===== src/rtl/cpu_seg_display.sv =====
// Hex viewer for the multicycle CPU debug buses: latches one of four 16-bit words and
// scans it onto a 4-digit common-anode display. Define LEADING_ZERO_BLANK_EN to darken leading zeros.
module cpu_seg_display #(
    parameter int REFRESH_DIV = 100000
) (
    input  logic        CLK,
    input  logic        RST,
    input  logic [1:0]  sel,
    input  logic        load,
    input  logic [15:0] src0,
    input  logic [15:0] src1,
    input  logic [15:0] src2,
    input  logic [15:0] src3,
    output logic [3:0]  an,
    output logic [7:0]  seg,
    output logic [1:0]  digit_idx
);

    localparam int DIV_W = (REFRESH_DIV > 1) ? $clog2(REFRESH_DIV) : 1;
    localparam logic [DIV_W-1:0] DIV_LAST = DIV_W'(REFRESH_DIV - 1);

    logic [DIV_W-1:0] div;
    logic [15:0]      shown;
    logic [15:0]      src_sel;
    logic             tick;
    logic [1:0]       next_idx;
    logic [3:0]       nibble;
    logic             blank;
    logic [7:0]       next_seg;

    function automatic logic [7:0] hex_to_seg(input logic [3:0] h);
        case (h)
            4'h0: return 8'hC0;
            4'h1: return 8'hF9;
            4'h2: return 8'hA4;
            4'h3: return 8'hB0;
            4'h4: return 8'h99;
            4'h5: return 8'h92;
            4'h6: return 8'h82;
            4'h7: return 8'hF8;
            4'h8: return 8'h80;
            4'h9: return 8'h90;
            4'hA: return 8'h88;
            4'hB: return 8'h83;
            4'hC: return 8'hC6;
            4'hD: return 8'hA1;
            4'hE: return 8'h86;
            default: return 8'h8E;
        endcase
    endfunction

    always_comb begin
        src_sel = src0;
        case (sel)
            2'd0: src_sel = src0;
            2'd1: src_sel = src1;
            2'd2: src_sel = src2;
            default: src_sel = src3;
        endcase
    end

    // The digit decoded here is the one about to be lit, using the pre-capture shown value.
    always_comb begin
        tick     = (div == DIV_LAST);
        next_idx = digit_idx + 2'd1;
        nibble   = shown[{next_idx, 2'b00} +: 4];
        blank    = 1'b0;
`ifdef LEADING_ZERO_BLANK_EN
        case (next_idx)
            2'd1: blank = (shown[15:4] == 12'h000);
            2'd2: blank = (shown[15:8] == 8'h00);
            2'd3: blank = (shown[15:12] == 4'h0);
            default: blank = 1'b0;
        endcase
`else
        blank = 1'b0;
`endif
        next_seg = blank ? 8'hFF : hex_to_seg(nibble);
    end

    always_ff @(posedge CLK) begin
        if (!RST) begin
            div       <= '0;
            shown     <= 16'h0000;
            digit_idx <= 2'd0;
            an        <= 4'b1111;
            seg       <= 8'hFF;
        end else begin
            if (load)
                shown <= src_sel;
            div <= tick ? '0 : div + 1'b1;
            if (tick) begin
                digit_idx <= next_idx;
                an        <= ~(4'b0001 << next_idx);
                seg       <= next_seg;
            end
        end
    end

endmodule

===== config.mk =====
export PLATFORM = sky130hd
export DESIGN_NAME = cpu_seg_display
export DESIGN_NICKNAME = d
export VERILOG_FILES = /design/src/rtl/cpu_seg_display.sv
export SDC_FILE = /design/constraint.sdc
export NUM_CORES = 1
export LEC_CHECK = 0
export CORE_MARGIN = 5
export CORE_UTILIZATION = 51
export CTS_CLUSTER_SIZE = 24
export DETAILED_ROUTE_END_ITERATION = 12
export PLACE_DENSITY = 0.95
export SYNTH_ARGS = -nofsm -noshare
export SYNTH_HDL_FRONTEND = slang
export SYNTH_SLANG_ARGS = --single-unit
export TNS_END_PERCENT = 20

===== constraint.sdc =====
create_clock -name CLK -period 4.5 [get_ports CLK]
set_input_delay 1.125 -clock CLK [delete_from_list [all_inputs] [get_ports CLK]]
set_output_delay 1.125 -clock CLK [all_outputs]
set_load 0.02 [all_outputs]

==> flow_summary.yaml, run 1 <==
timing:
  post-route-period-util: 0.700
  tns_ns: 0
  hold_ws_ns: 0.502
  final_critical_path_setup_slack_ns: 1.35
  rsz0062_at_grt: "false"
  clock_skew_ns: 0.00831
  fmax_mhz: 318
  setup_viol_count_final: 0
  worst_pin_slew_ns: 0.990
  finalHoldViolations: 0
  drv_slew: 0
  min_period_ns: 3.15
  relSlewSlack: 0.338
logic_synthesis:
  synth-async-reset-ratio: 0
  netlist_instances: 267
  synth-main-ff-cell: "dfxtp_1"
  avgSynthCellArea_um2: 10.4
  synth_edf_count: 0
  ys_seq_elements: 46
  synthesis.nets: 347
  synth_top_area_cell: "dfxtp_1"
  ys_types: 45
  yosysSeqAreaShare: 0.330
  synth_area_mm2: 0.00279
  synth_top_cell_area_share: 0.330
  synth_commonest_cells: "dfxtp_1 (46), mux4_2 (21), nor2b_1 (20)"
  yosysMostFrequentCell: "dfxtp_1"
  synth.area.top_cells: "dfxtp_1 (33%), mux4_2 (17%), mux2i_1 (6.8%)"
  yosys_warnings: 0
clock_tree:
  post_cts_buffers: 0
  cts_tree: "yes"
  clk_pin_slew_ns: 0.08
  worstSkewPairLatency_ns: 0.31
  cts.htree.levels: 2
  cts_buffers: 5
  ctsHoldBuffers: 0
  cts-root-buf: "clkbuf_8"
  cts.path.max_buffers: 2
  cts_sinks: 46
  cts_resized: 0
grt:
  grt_pass1_wl_um: 11100
  antenna_found_initial: 0
  grt_pass1_vias: 2447
  grt_use_total: 0.192
  grt_overflow_total: 0
  grt_max_degree: 35
critical_path:
  start_kind: "flip-flop"
  critPathMaxFanout: 12
  ff2ff_path_depth: 9
  crit_required_ns: 4.72
  worstPathArrival_ns: 3.37
  endpoint_kind: "flip-flop"
  worstSetupPathType: "flip-flop to flip-flop"
drt:
  drt-total-wl_um: 6460
  wl_per_cell_um: 15.8
  vias: 2303
  viasPerCell: 5.64
  ant_nets: 0
  drt_first_pass_iters: 4
  drc: 0
  drt-initial-drc-count: 186
cells_and_area:
  syn_to_final_growth_pct: 31.9
  drive_above_1_share: 0.125
  stdcell_count: 408
  nNetsFinal: 415
  final_core_util: 0.681
  final.fill_count: 410
  antenna_cells: 0
  stdcell_area_mm2: 0.00368
run:
  maxCapViolations: 0
place:
  place_area_mm2: 0.00359
  io_buffers: 81
  place_congestion: 0.843
  placed_cells_incl_taps: 400
  dpl_worst_slack_ns: 1.24
  dpl.hpwl_um: 5210
hold_path:
  hold_depth: 2
  hold_class: "flip-flop to flip-flop"
floorplan:
  die_h_um: 84.0
  core_area_mm2: 0.00541
  die_x_um: 84.0
  ios: 83
  dieArea_mm2: 0.00705
  initial_core_util: 0.516
  placementRows: 27
power:
  peakVddDrop_v: 0.000119
  power_leakage_nw: 1.35
  p_per_area_mw_per_mm2: 232
  finalPower_mw: 0.855
run_status:
  outcome: "completed"
cell families (layout without fill, tap and decap cells):
family                     after synthesis  after routing  share of synthesized area
AOI/OAI and AO/OA                       31             31                     0.0803
adders and majority gates               11             11                     0.0493
muxes                                   47             47                      0.266
and+or+nand+nor                         89             89                      0.184
DFF                                     46             46                      0.330
xor gates and xnor gates                12             12                     0.0377
other                                    1              1                    0.00134
buffers and inverters                   30             99                     0.0507
power breakdown:
part	switching (mW)	internal, mW	leakage (nW)
clock	0.149	0.112	0.0447
combinational	0.0555	0.107	0.934
sequential	0.0120	0.420	0.375
total	0.216	0.639	1.35
final cells by class:
type / instances / area [um^2] / share of cell area
clock inverters: 3 / 25.0 / 0.00680
repair buffers: 81 / 811 / 0.220
clock buffers: 5 / 68.8 / 0.0187
multi-input cells: 191 / 1730 / 0.469
well taps: 72 / 90.1 / 0.0245
flip-flops and latches: 46 / 921 / 0.250
inverters: 10 / 37.5 / 0.0102
worst paths after layout:
check | from | slack (ns) | endpoint
worst max-delay path | digit_idx[0] | 1.35 | seg[0]
worst min-delay path | seg[3] | 0.50 | seg[3]
worst max register to register | digit_idx[0] | 1.35 | seg[0]
worst min register to register | seg[3] | 0.50 | seg[3]
metal layers:
layer | routed length [um] | global-route usage | up-vias
li1 | - | - | 1116
met1 | 2510 | 0.216 | 1077
met2 | 3180 | 0.341 | 98
met3 | 632 | 0.0612 | 12
met4 | 139 | 0.0673 | 0
met5 | 0 | 0 | -
registers in the layout, summed over array words and instances (netlist names):
| register | flops |
|---|---|
| an | 4 |
| div | 17 |
| shown | 16 |
| digit_idx | 2 |
| seg | 7 |
cells in the final DEF (no fill, tap or decap), types with 4 or more instances in the layout:
cell type | netlist | routed
clkdlybuf4s50_1 | 0 | 81
clkbuf_8 | 0 | 5
nand2_1 | 10 | 10
mux2i_1 | 19 | 19
nor2b_1 | 20 | 20
o21ai_0 | 8 | 8
dfxtp_1 | 46 | 46
or3_1 | 5 | 5
xor2_1 | 8 | 8
mux4_2 | 21 | 21
nand4_1 | 8 | 8
nor2_1 | 17 | 17
nand3_1 | 9 | 9
ha_1 | 11 | 11
xnor2_1 | 4 | 4
o311ai_0 | 4 | 4
inv_1 | 10 | 10
mux2_2 | 7 | 7
worst max-delay path, cell delays in order (launching register included):
cell	delay (ns)
dfxtp_1	0.71
inv_1	0.17
ha_1	0.55
mux4_2	0.44
inv_1	0.14
ha_1	0.22
inv_1	0.09
or3_1	0.34
a31o_2	0.23
a41oi_1	0.16
(Power assumes the default switching activity.)
==> run 2: changes to the inputs <==
- CORE_UTILIZATION: 51 -> 48
- PLACE_DENSITY: 0.95 -> 0.91
- clock period: 4.5 -> 3 ns (I/O delays scaled with it)
==> run 2 against run 1 <==
Flip-flop and latch count is the same; global-route usage shrank 0.15 points; critical endpoint unchanged; non-clock buffer count grew 8; utilization shrank 1.3 points; largest cell class unchanged.
==> flow_summary.yaml, run 2 (same netlist as run 1, synthesis figures left out) <==
drt:
  wl_per_cell_um: 16.4
  met1_length_um: 3000
  drt-total-wl_um: 6800
  ant_nets: 0
  viasPerCell: 5.58
  drc: 0
  dr_wl_met2_um: 3330
  wl_met3_um: 371
  vias: 2315
  drt-initial-drc-count: 142
  highest_layer: "met4"
  drt_first_pass_iters: 4
timing:
  final_critical_path_setup_slack_ns: 0.509
  tns_ns: 0
  clock_skew_ns: 0.00370
  worst_pin_slew_ns: 0.623
  post-route-period-util: 0.830
  setup_viol_count_final: 0
  finalHoldViolations: 0
  drv_slew: 0
  rsz0062_at_grt: "false"
  min_period_ns: 2.49
  relSlewSlack: 0.584
  hold_ws_ns: 0.486
  fmax_mhz: 402
floorplan:
  die_x_um: 86.2
  core_area_mm2: 0.00557
  dieArea_mm2: 0.00743
  ios: 83
  die_h_um: 86.2
  initial_core_util: 0.500
  placementRows: 27
clock_tree:
  cts_resized: 0
  ctsHoldBuffers: 0
  post_cts_buffers: 0
  worstSkewPairLatency_ns: 0.30
  cts.path.max_buffers: 2
  cts-root-buf: "clkbuf_8"
  clk_pin_slew_ns: 0.08
  cts_buffers: 5
  cts_sinks: 46
  cts.htree.levels: 2
  cts_tree: "yes"
critical_path:
  path_cells: "inv_1 > ha_1 > mux4_2 > inv_1 > ha_1 > inv_1 > or3_1 > a31o_2 > a41oi_1"
  endpoint_kind: "flip-flop"
  worstPathArrival_ns: 2.72
  cp-startpoint: "digit_idx[1]"
  worstSetupPathType: "flip-flop to flip-flop"
  cpMostUsedCell: "inv_1"
  cpMaxStageDelayCell: "dfxtp_1"
  crit_required_ns: 3.23
  r2r_start: "digit_idx[1]"
  cp_slowest_stage_delay_ns: 0.40
  critPathMaxFanout: 6
  start_kind: "flip-flop"
  crit_buf_inv: 3
  crit_family: "adder cells"
cells_and_area:
  final_core_util: 0.668
  syn_to_final_growth_pct: 33.6
  largest_register_ff_count: 17
  antenna_cells: 0
  reg_top3: "div x17, shown x16, seg x7"
  final_cell_mix: "clkdlybuf4s50_1 (81), dfxtp_1 (46), mux4_2 (21)"
  nNetsFinal: 423
  top_register: "div"
  drive_above_1_share: 0.143
  final.fill_count: 441
  layout.cells.most_common: "clkdlybuf4s50_1"
hold_path:
  hold_class: "flip-flop to flip-flop"
  hold_start: "div[0]"
grt:
  grt_overflow_total: 0
  grt_pass1_vias: 2365
  grt_max_degree: 21
  grt_pass1_wl_um: 11200
  antenna_found_initial: 0
  grt_use_total: 0.191
power:
  p_per_area_mw_per_mm2: 337
  power_leakage_nw: 1.39
  peakVddDrop_v: 0.000164
place:
  dpl_worst_slack_ns: 0.544
  place_congestion: 0.916
  dpl.hpwl_um: 5310
  io_buffers: 81
run:
  maxCapViolations: 0
run_status:
  outcome: "completed"
-- run 2: per-layer routing --
layer  vias up  global-route usage
met1      1099               0.240
met5         -                   0
li1       1129                   -
met2        79               0.329
met3         8              0.0380
met4         0              0.0595
-- run 2: stage by stage --
stage	power, mW	area (um^2)	instances
finish	1.26	3720	415
global route	1.31	3720	415
CTS	1.27	3720	415
detailed placement	0.910	3650	408
global placement	0.901	3650	408
floorplan	0.794	2790	267
-- run 2: layout make-up --
type | count | area (um^2) | area share
clock buffer | 5 | 68.8 | 0.0185
clock inverter | 2 | 10.0 | 0.00269
inverter | 10 | 37.5 | 0.0101
multi-input combinational | 191 | 1730 | 0.464
sequential | 46 | 921 | 0.247
tap | 72 | 90.1 | 0.0242
timing repair buffer | 89 | 871 | 0.234
-- run 2: power by group --
part	leakage (nW)	internal [mW]	switching, mW	total (mW)
combinational	0.975	0.163	0.0872	0.250
sequential	0.375	0.630	0.0169	0.647
clock	0.0438	0.157	0.202	0.359
-- run 2: path summary, 6_finish.rpt --
kind / cells after the start / slack [ns] / to
min: 1 / 0.49 / div[0]
max reg2reg: 9 / 0.51 / seg[0]
min reg2reg: 1 / 0.49 / div[0]
max: 9 / 0.51 / seg[0]
